===== src/rtl/tpm_locality_arbiter_pkg.sv =====
// Shared TPM locality definitions: default locality count, arbiter state encodings, empty-owner index.
package tpm_locality_arbiter_pkg;

  localparam int NUM_LOC_DEFAULT = 5;
  localparam logic [2:0] LOC_NONE = 3'd0;

  typedef enum logic [1:0] {
    ST_IDLE    = 2'd0,
    ST_ACTIVE  = 2'd1,
    ST_RELEASE = 2'd2
  } arbState_t;

endpackage


===== src/rtl/tpm_locality_arbiter_prio_encoder.sv =====
// Highest-set-index encoder; latency 0 (combinational); no backpressure.
// Returns index 0 with any=0 for an empty vector.
module tpm_locality_arbiter_prio_encoder #(
  parameter int W = 5
) (
  input  logic [W-1:0] vec,
  output logic [2:0]   idx,
  output logic         any
);

  always_comb begin
    idx = 3'd0;
    any = |vec;
    for (int i = 0; i < W; i++) begin
      if (vec[i]) idx = 3'(i);
    end
  end

endmodule


===== src/rtl/tpm_locality_arbiter.sv =====
// TPM_ACCESS locality ownership arbiter; grant 1 cycle after request, handoff 2 cycles via Release (f_abort).
// Inputs are single-cycle pulses with no backpressure; LOCALITY_TIMEOUT_EN adds an idle-owner timeout.
module tpm_locality_arbiter
  import tpm_locality_arbiter_pkg::*;
#(
  parameter int NUM_LOC        = NUM_LOC_DEFAULT,
  parameter int TIMEOUT_CYCLES = 1000000
) (
  input  logic               clock,
  input  logic               reset_n,
  input  logic [NUM_LOC-1:0] a_requestUse,
  input  logic [NUM_LOC-1:0] a_relinquish,
  input  logic [NUM_LOC-1:0] a_seize,
  input  logic [NUM_LOC-1:0] a_clrSeized,
  input  logic               t_activity,
  output logic [2:0]         activeLocality,
  output logic               localityValid,
  output logic [NUM_LOC-1:0] pendingRequest,
  output logic [NUM_LOC-1:0] beenSeized,
  output logic               f_abort
);

  arbState_t          state;
  logic [NUM_LOC-1:0] arbReq, seizeCand, ownerBit, grantBit, seizeBit, activePend;
  logic [2:0]         grantIdx, seizeIdx;
  logic               grantAny, seizeAny, ownerRelease, timeoutHit;

  tpm_locality_arbiter_prio_encoder #(.W(NUM_LOC)) grantEnc (
    .vec(arbReq), .idx(grantIdx), .any(grantAny)
  );

  tpm_locality_arbiter_prio_encoder #(.W(NUM_LOC)) seizeEnc (
    .vec(seizeCand), .idx(seizeIdx), .any(seizeAny)
  );

  always_comb begin
    ownerBit  = '0;
    grantBit  = '0;
    seizeBit  = '0;
    seizeCand = '0;
    // Seize only counts as a request when nobody owns the datapath.
    arbReq = pendingRequest | a_requestUse;
    if (state == ST_IDLE) arbReq = arbReq | a_seize;
    for (int i = 0; i < NUM_LOC; i++) begin
      ownerBit[i]  = (3'(i) == activeLocality);
      grantBit[i]  = (3'(i) == grantIdx);
      seizeBit[i]  = (3'(i) == seizeIdx);
      seizeCand[i] = a_seize[i] && (3'(i) > activeLocality);
    end
    activePend   = (pendingRequest | (a_requestUse & ~ownerBit)) & ~(a_relinquish & ~ownerBit);
    ownerRelease = ((a_relinquish & ownerBit) != '0) || timeoutHit;
  end

`ifdef LOCALITY_TIMEOUT_EN
  localparam int CW = $clog2(TIMEOUT_CYCLES + 1);
  logic [CW-1:0] idleCnt;

  // Only an owner that sits idle while others wait is timed out.
  always_ff @(posedge clock or negedge reset_n) begin
    if (!reset_n) begin
      idleCnt <= '0;
    end else if (state != ST_ACTIVE || t_activity || pendingRequest == '0) begin
      idleCnt <= '0;
    end else if (idleCnt != CW'(TIMEOUT_CYCLES)) begin
      idleCnt <= idleCnt + 1'b1;
    end
  end

  assign timeoutHit = (state == ST_ACTIVE) && (idleCnt == CW'(TIMEOUT_CYCLES));
`else
  assign timeoutHit = t_activity & 1'b0;
`endif

  always_ff @(posedge clock or negedge reset_n) begin
    if (!reset_n) begin
      state          <= ST_IDLE;
      activeLocality <= LOC_NONE;
      localityValid  <= 1'b0;
      pendingRequest <= '0;
      beenSeized     <= '0;
      f_abort        <= 1'b0;
    end else begin
      f_abort    <= 1'b0;
      beenSeized <= beenSeized & ~a_clrSeized;
      case (state)
        ST_IDLE, ST_RELEASE: begin
          pendingRequest <= arbReq & ~grantBit;
          if (grantAny) begin
            state          <= ST_ACTIVE;
            activeLocality <= grantIdx;
            localityValid  <= 1'b1;
          end else begin
            state          <= ST_IDLE;
            activeLocality <= LOC_NONE;
            localityValid  <= 1'b0;
          end
        end
        ST_ACTIVE: begin
          pendingRequest <= activePend;
          // Seize outranks a simultaneous relinquish so the victim is still flagged.
          if (seizeAny) begin
            state          <= ST_RELEASE;
            localityValid  <= 1'b0;
            f_abort        <= 1'b1;
            beenSeized     <= (beenSeized & ~a_clrSeized) | ownerBit;
            pendingRequest <= activePend | seizeBit;
          end else if (ownerRelease) begin
            state         <= ST_RELEASE;
            localityValid <= 1'b0;
            f_abort       <= 1'b1;
          end
        end
        default: begin
          state          <= ST_IDLE;
          activeLocality <= LOC_NONE;
          localityValid  <= 1'b0;
        end
      endcase
    end
  end

endmodule


===== config.mk =====
export PLATFORM = sky130hd
export DESIGN_NAME = tpm_locality_arbiter
export DESIGN_NICKNAME = d
export VERILOG_FILES = /design/src/rtl/tpm_locality_arbiter_pkg.sv /design/src/rtl/tpm_locality_arbiter_prio_encoder.sv /design/src/rtl/tpm_locality_arbiter.sv
export SDC_FILE = /design/constraint.sdc
export NUM_CORES = 1
export LEC_CHECK = 0
export CORE_AREA = 2 2 52 54
export CTS_CLUSTER_DIAMETER = 30
export DETAILED_ROUTE_END_ITERATION = 6
export DIE_AREA = 0 0 54 56
export MAX_ROUTING_LAYER = met4
export PLACE_DENSITY = 0.76
export SETUP_SLACK_MARGIN = 0.4
export SLEW_MARGIN = 0
export SYNTH_ARGS = -nofsm -noshare
export SYNTH_HDL_FRONTEND = slang
export SYNTH_SLANG_ARGS = --single-unit

===== constraint.sdc =====
create_clock -name clock -period 1.8 [get_ports clock]
set_clock_uncertainty 0.05 [all_clocks]
set_input_delay 0.36 -clock clock [delete_from_list [all_inputs] [get_ports clock]]
set_output_delay 0.36 -clock clock [all_outputs]
set_load 0.005 [all_outputs]

==> results.md, run 1 <==
* WP depth at 7
* Routed WL at 4010 µm
* Fmax at 621 MHz
* Arrival time worst endpoint at 1.76 ns
* Leakage Power at 0.848 nW
* # diodes at 0
* # hold bufs at CTS at 0
* Top FF cell, synth: dfrtp_1
* Part of the power in the clock network at 7.0%
* Worst reg-to-reg path cell count at 7
* Clk buf depth at 2
* CP Max Fanout at 4
* Total congestion overflow at 0
* Root Driver: clkbuf_4
* Largest net degree at the start of global routing at 18
* Worst IR Drop VDD at 1130 µV
* Top cell family by delay on the critical path: compound AO/OA/AOI/OAI gates
* Yosys warns at 0
* Part of the Yosys area used for sequential elements at 41.5%
* Slew HR at 77.8%
* Synthesized area per cell at 8.83 µm²
* Final ANT Viol Nets at 0
* Area delta synth->final at 86.0%
* Util after Layout at 78.3%
* H-tree levels at 1
* Pre-CTS WS at -0.209 ns
* Crit path capture type: register
* DR pass1 iterations at 4
* Synthesized instance count at 116
* Pwr per Cell Area at 1620 nW/µm²
* Initial core utilization at 42.1%
* Setup violators final at 0
* Maxcap violations at 0
* CP required at 1.95 ns
* Worst-skew pair later-pin latency at 0.30 ns
* Layout fillers at 165
* CTS tree: done
* Critical Path Sink: f_abort
* Syn nets at 139
* First-pass GRT wire length at 6040 µm
* Sink Count at 17
* Non-filler instance count after layout at 225
* Cell Chain, Critical Path: buf_6 > buf_6 > buf_6 > nand3b_1 > o21a_1 > o22ai_4 > o31a_1
* Post-synth top area cell: dfrtp_1
* Reg-to-reg startpoint: activeLocality[1]
* Initial antenna violation count at 0
* Switching Fraction at 41.2%
* Crit. Startpoint: activeLocality[1]
* Cell area after layout at 1910 µm²
* Share of async-settable or async-resettable flops after synthesis at 100%
* DR iter-0 viols at 45
* Pins over their slew limit at 0
* Reg-to-reg endpoint: f_abort
* Wire length per cell at 17.8 µm
* Outcome: finished, final reports clean
* Fin crit period at 1.61 ns
* Slowest Stage Delay on Critical Path at 0.43 ns
* R2R Setup Slk at 0.19 ns
* Comb pwr share at 71.2%
* DR vias/cell at 5.90
* Final worst setup slack at 0.191 ns
* Placed Cells at 191
* Startpoint Class: register
* Number of synthesized flops with an enable pin at 0
* Power Total at 3.08 mW
* Residual DRC at 0
* P_int at 1.81 mW
* Reg power frac at 21.8%
* Synth cell types at 40
* Layout cells sized above 1 at 42.6%
* Bufs and invs on worst path at 3
* Final nets at 219
* CP dominant cell by count: buf_6
* Vias in the first global route at 1370
* Ranking of synthesized cells by area: dfrtp_1 (42%), a21oi_1 (3.9%), nor2_1 (3.7%)
* Worst hold margin at 0.319 ns
* Setup TNS at 0 ns
* Via count at 1327
* Crit path max-delay cell type: dfrtp_2
* Core Region at 2430 µm²
* WS Path Type: reg2reg
* Slew @ Worst Pin at 0.329 ns
* Placed Area at 1530 µm²
* Die H at 56 µm
* TritonCTS buffer count at 3
* Final Cycle Share at 89.4%
* GPL Wtd Cong at 0.953
* Cell row count at 18
* Clock transition at path regs at 0.11 ns
* Post-DP HPWL at 2350 µm
* Die width at 54 µm
* Buffers on Ports at 36
* Final hold violations at 0
* GRT Overall Usage at 28.8%
* Hold WC Path Type: in2async
* Synthesized cell area at 1020 µm²
* Switching pwr at 1.27 mW
* Synth top area share at 41.5%
* Yosys reg bits at 17
* IO Pins at 38
* RSZ-0062 raised after global routing: true
* Die ar. at 3020 µm²
-- final cells by class --
class	count	area (µm²)	area share, %
inverter	8	30.0	1.58
tap	30	37.5	1.97
multi-input combinational	86	677	35.5
clock inverter	1	5.00	0.263
sequential	17	432	22.7
clock buffer	3	22.5	1.18
timing repair buffer	80	702	36.8
-- worst min-delay path by stage --
stage / startpoint / end / depth (start not counted)
final: reset_n / beenSeized[0] / 2
after global routing: reset_n / beenSeized[0] / 2
after CTS: reset_n / beenSeized[0] / 2
after detailed placement: beenSeized[4] / beenSeized[4] / 1
after global placement: beenSeized[4] / beenSeized[4] / 1
after floorplan: reset_n / activeLocality[0] / 0
-- power groups by stage --
stage	Sequential (mW)	Clock [mW]	Combinational, mW
after global routing	0.686	0.243	2.33
after detailed placement	0.776	0	1.37
after floorplan	0.685	0	0.877
after CTS	0.666	0.224	1.93
final	0.671	0.216	2.19
after global placement	0.769	0	1.33
-- synthesized netlist by cell type (2+ instances only) --
cell      instances
a211o_1           3
a211oi_1          2
a21o_1            3
a21oi_1           8
a31oi_1           2
buf_2             3
dfrtp_1          17
inv_1             8
nand2_1           9
nand3_1           3
nand3b_1          2
nor2_1           10
nor2b_1           2
o21a_1            2
o21ai_0           5
o21ai_1           3
o22ai_1           6
o31a_1            2
o31ai_1           2
or3b_1            3
or3b_2            2
-- cells by family after synthesis --
kind of cell           Yosys count  synth area share [%]
buffers and inverters           13                  5.49
muxes                            1                  1.10
and+or+nand+nor                 39                  20.5
DFF                             17                  41.5
AOI/OAI and AO/OA               46                  31.4
-- metal layers --
| layer | up-vias | share of wire [%] | track usage (%) |
|---|---|---|---|
| met2 | 80 | 50 | 47.9 |
| met5 | - | 0 | - |
| met3 | 32 | 7.2 | 4.03 |
| li1 | 595 | - | - |
| met1 | 620 | 36 | 29.0 |
| met4 | 0 | 6.5 | 22.1 |
-- sequential cells by signal, summed over array words and instances (netlist names) --
| name | cells |
|---|---|
| f_abort | 1 |
| localityValid | 1 |
| pendingRequest | 5 |
| state | 2 |
| activeLocality | 3 |
| beenSeized | 5 |
-- what timing repair did --
item | in CTS | in global routing
buffers inserted | 22 | 8
setup endpoints to repair | 30 | 26
pin swaps | 26 | 10
resized for setup | 49 | 16
hold endpoints to repair | 0 | 0
-- placed cells by master, fill, tap and decap left out, types with 3 or more instances in the layout --
cell,count
a21o_1,3
or3b_4,5
inv_1,8
dfrtp_1,12
o21ai_0,3
o21ai_1,4
buf_6,6
a21oi_2,4
clkbuf_4,3
dlygate4sd2_1,9
clkdlybuf4s15_1,7
nor2_1,7
a211o_1,3
a21oi_1,4
buf_4,37
dfrtp_2,5
o22ai_2,3
clkdlybuf4s50_1,17
nand2_1,8
nand3_1,3
No activity file was read; power rests on OpenSTA's default activity.
==> run 2: changes to the inputs <==
Settings changed: CTS_CLUSTER_SIZE from default to 10.
==> results of run 2 <==
Final layout, timing and power as in run 1 (identical DEF).
==> run 3: changes to the inputs <==
Settings changed: CORE_AREA 2 2 52 54 to 2 2 55 52, DIE_AREA 0 0 54 56 to 0 0 57 54, PLACE_DENSITY 0.76 to 0.75, SKIP_CTS_REPAIR_TIMING from default to 1.
==> run 3 against run 2 <==
Maximum frequency fell by 5.7%. Total power fell by 6.0%. Die area rose by 1.8%. Flip-flop and latch count did not move. Routed wire length fell by 3.6%.
==> results.md, run 3 (synthesized netlist as in run 1, its figures left out) <==
* Cell Chain, Critical Path: clkdlybuf4s50_1 > nor2_2 > nand4_1 > o41ai_2 > o21ai_1
* Wire length per cell at 18.0 µm
* Non-filler instance count after layout at 215
* Crit path max-delay cell type: clkdlybuf4s50_1
* Placed Cells at 191
* R2R Setup Slk at 0.12 ns
* Power Total at 2.89 mW
* GPL Wtd Cong at 0.907
* Worst-skew pair later-pin latency at 0.31 ns
* TritonCTS buffer count at 3
* DR vias/cell at 5.63
* Multi-input logic area at 687 µm²
* Slowest Stage Delay on Critical Path at 0.45 ns
* Largest net degree at the start of global routing at 18
* Worst hold margin at 0.316 ns
* Maxcap violations at 0
* Initial antenna violation count at 0
* P_int at 1.67 mW
* Clock transition at path regs at 0.11 ns
* Top flop regs: beenSeized x5, pendingRequest x5, activeLocality x3
* Layout cells sized above 1 at 37.8%
* Hold WC Path Type: in2async
* Startpoint Class: input port
* Outcome: finished, final reports clean
* Switching pwr at 1.22 mW
* IO Pins at 38
* Register area at 432 µm²
* Worst IR Drop VDD at 1120 µV
* Fmax at 586 MHz
* Post-DP HPWL at 2360 µm
* Initial core utilization at 39.9%
* DR iter-0 viols at 56
* Final nets at 209
* DR pass1 iterations at 4
* Slew HR at 72.2%
* Arrival time worst endpoint at 1.84 ns
* Buffers on Ports at 36
* CTS tree: done
* Reg power frac at 25.6%
* Final Cycle Share at 94.8%
* Layout fillers at 188
* H-tree levels at 1
* WS Path Type: in2reg
* # diodes at 0
* Fin crit period at 1.71 ns
* RSZ-0062 raised after global routing: true
* Vias in the first global route at 1089
* Area delta synth->final at 84.0%
* Most frequent cells in the layout: buf_4 (32), clkdlybuf4s50_1 (18), dlymetal6s2s_1 (18)
* Pwr per Cell Area at 1530 nW/µm²
* Part of the power in the clock network at 7.5%
* Core Region at 2570 µm²
* GRT Overall Usage at 22.4%
* Die H at 54 µm
* Util after Layout at 73.4%
* Cell row count at 18
* Final ANT Viol Nets at 0
* Root Driver: clkbuf_4
* Die width at 57 µm
* Comb pwr share at 67.0%
* Setup violators final at 0
* First-pass GRT wire length at 5060 µm
* Slew @ Worst Pin at 0.415 ns
* Residual DRC at 0
* Via count at 1211
* Pins over their slew limit at 0
* Most common library cell in the layout ignoring fill and taps: buf_4
* CP required at 1.93 ns
* Sink Count at 17
* Total congestion overflow at 0
* Crit path capture type: register
* Leakage Power at 1.01 nW
* Final hold violations at 0
* Switching Fraction at 42.2%
* Clk buf depth at 2
* Setup TNS at 0 ns
* Routed WL at 3860 µm
* Die ar. at 3080 µm²
* CP Max Fanout at 3
run 3: cell type report:
cell class | count | share of cell area, %
Multi-Input combinational cell | 86 | 36.4
Timing Repair Buffer | 70 | 35.4
Sequential cell | 17 | 22.9
Tap cell | 30 | 1.99
Inverter | 8 | 1.79
Clock buffer | 3 | 1.19
Clock inverter | 1 | 0.265
run 3: routing by layer:
| metal | share of wire, % | vias up | track usage [%] |
|---|---|---|---|
| li1 | - | 568 | - |
| met5 | 0 | - | - |
| met1 | 40 | 577 | 27.2 |
| met3 | 7.0 | 8 | 4.81 |
| met2 | 51 | 58 | 37.4 |
| met4 | 1.5 | 0 | 7.75 |
run 3: power by group through the flow:
| stage | logic [mW] | registers, mW | clock network, mW |
|---|---|---|---|
| 2_1_floorplan | 0.877 | 0.685 | 0 |
| 3_3_place_gp | 1.29 | 0.787 | 0 |
| 3_5_place_dp | 1.31 | 0.803 | 0 |
| 4_1_cts | 1.32 | 0.797 | 0.217 |
| 5_1_grt | 2.07 | 0.756 | 0.243 |
| 6_report | 1.94 | 0.739 | 0.217 |
run 3: final timing paths:
| path | startpoint | to | cells past startpoint |
|---|---|---|---|
| worst max-delay path | a_requestUse[3] | state[0] | 5 |
| worst min-delay path | reset_n | beenSeized[2] | 2 |
| worst max register to register | activeLocality[2] | pendingRequest[2] | 5 |
| worst min register to register | localityValid | localityValid | 2 |
| max in group asynchronous | reset_n | state[0] | 2 |
| min in group clock | a_seize[1] | pendingRequest[1] | 4 |
run 3: worst max-delay path, delay by kind of cell:
kind,cells,cell delay (ns)
AO/OA/AOI/OAI,2,0.58
buffers and inverters,1,0.45
AND/OR/NAND/NOR,2,0.45
run 3: stage by stage:
| step | instance area [µm²] | setup slack, ns |
|---|---|---|
| finish | 1890 | 0.0930 |
| global route | 1890 | 0.0482 |
| CTS | 1560 | -0.142 |
| detailed placement | 1530 | -0.202 |
| global placement | 1530 | -0.185 |
| floorplan | 1080 | 0.336 |
==> variant (flow settings as in run 2) <==
`NUM_LOC_DEFAULT`: 5 -> 10.
--- a/src/rtl/tpm_locality_arbiter_pkg.sv
+++ b/src/rtl/tpm_locality_arbiter_pkg.sv
@@ -1,7 +1,7 @@
 // Shared TPM locality definitions: default locality count, arbiter state encodings, empty-owner index.
 package tpm_locality_arbiter_pkg;
 
-  localparam int NUM_LOC_DEFAULT = 5;
+  localparam int NUM_LOC_DEFAULT = 10;
   localparam logic [2:0] LOC_NONE = 3'd0;
 
   typedef enum logic [1:0] {
Interface: changed (6 resized); port bits go from 38 to 68. No check against the original RTL was run, so the function may have changed too.
==> variant against run 2 <==
- the run now fails in global placement
- synthesized area up 82%
==> variant: results (changes against run 2) <==
metric	value	unit	change
synthesis.nets	262		+88%
ys.flop_type	dfrtp_1		
synth-async-reset-ratio	100.0	%	unchanged
synthDistinctLibCells	51		+28%
run_status	did not finish		
ys_seq_elements	26		+9
yosysWarningCount	0		unchanged
flow.first_error	[ERROR GPL-0301] Utilization 116.297 % exceeds 100%.		
post_synth_main_area_contributors	dfrtp_1, a21oi_1, o21ai_0, nor2_1, a211oi_1		
synth_seq_area_share	34.95	%	-6.6 points
failed_stage	global placement		
netlist_area	1862	sq um	+82%
syn_inst	219		+89%
number_of_flops_mapped_to_enable_cells_by_yosys	0		unchanged
netlist_top_cells_count	dfrtp_1, a21oi_1, nor2_1		
buffer_ports.inserted	66		+83%
[variant: changes by cell type after synthesis, sizes merged, moves of 5 or more]
cell / change
o21ai: +15
a211oi: +8
nand2: +5
a21oi: +15
nor3: +9
dfrtp: +9
nor2: +10
[variant: kinds of logic after synthesis]
kind of cell           count (synthesis)  share of synthesized area (%)
and+or+nand+nor                       77                          22.11
buffers and inverters                 22                          6.720
DFF                                   26                          34.95
muxes                                  3                          2.285
AOI/OAI and AO/OA                     91                          33.94
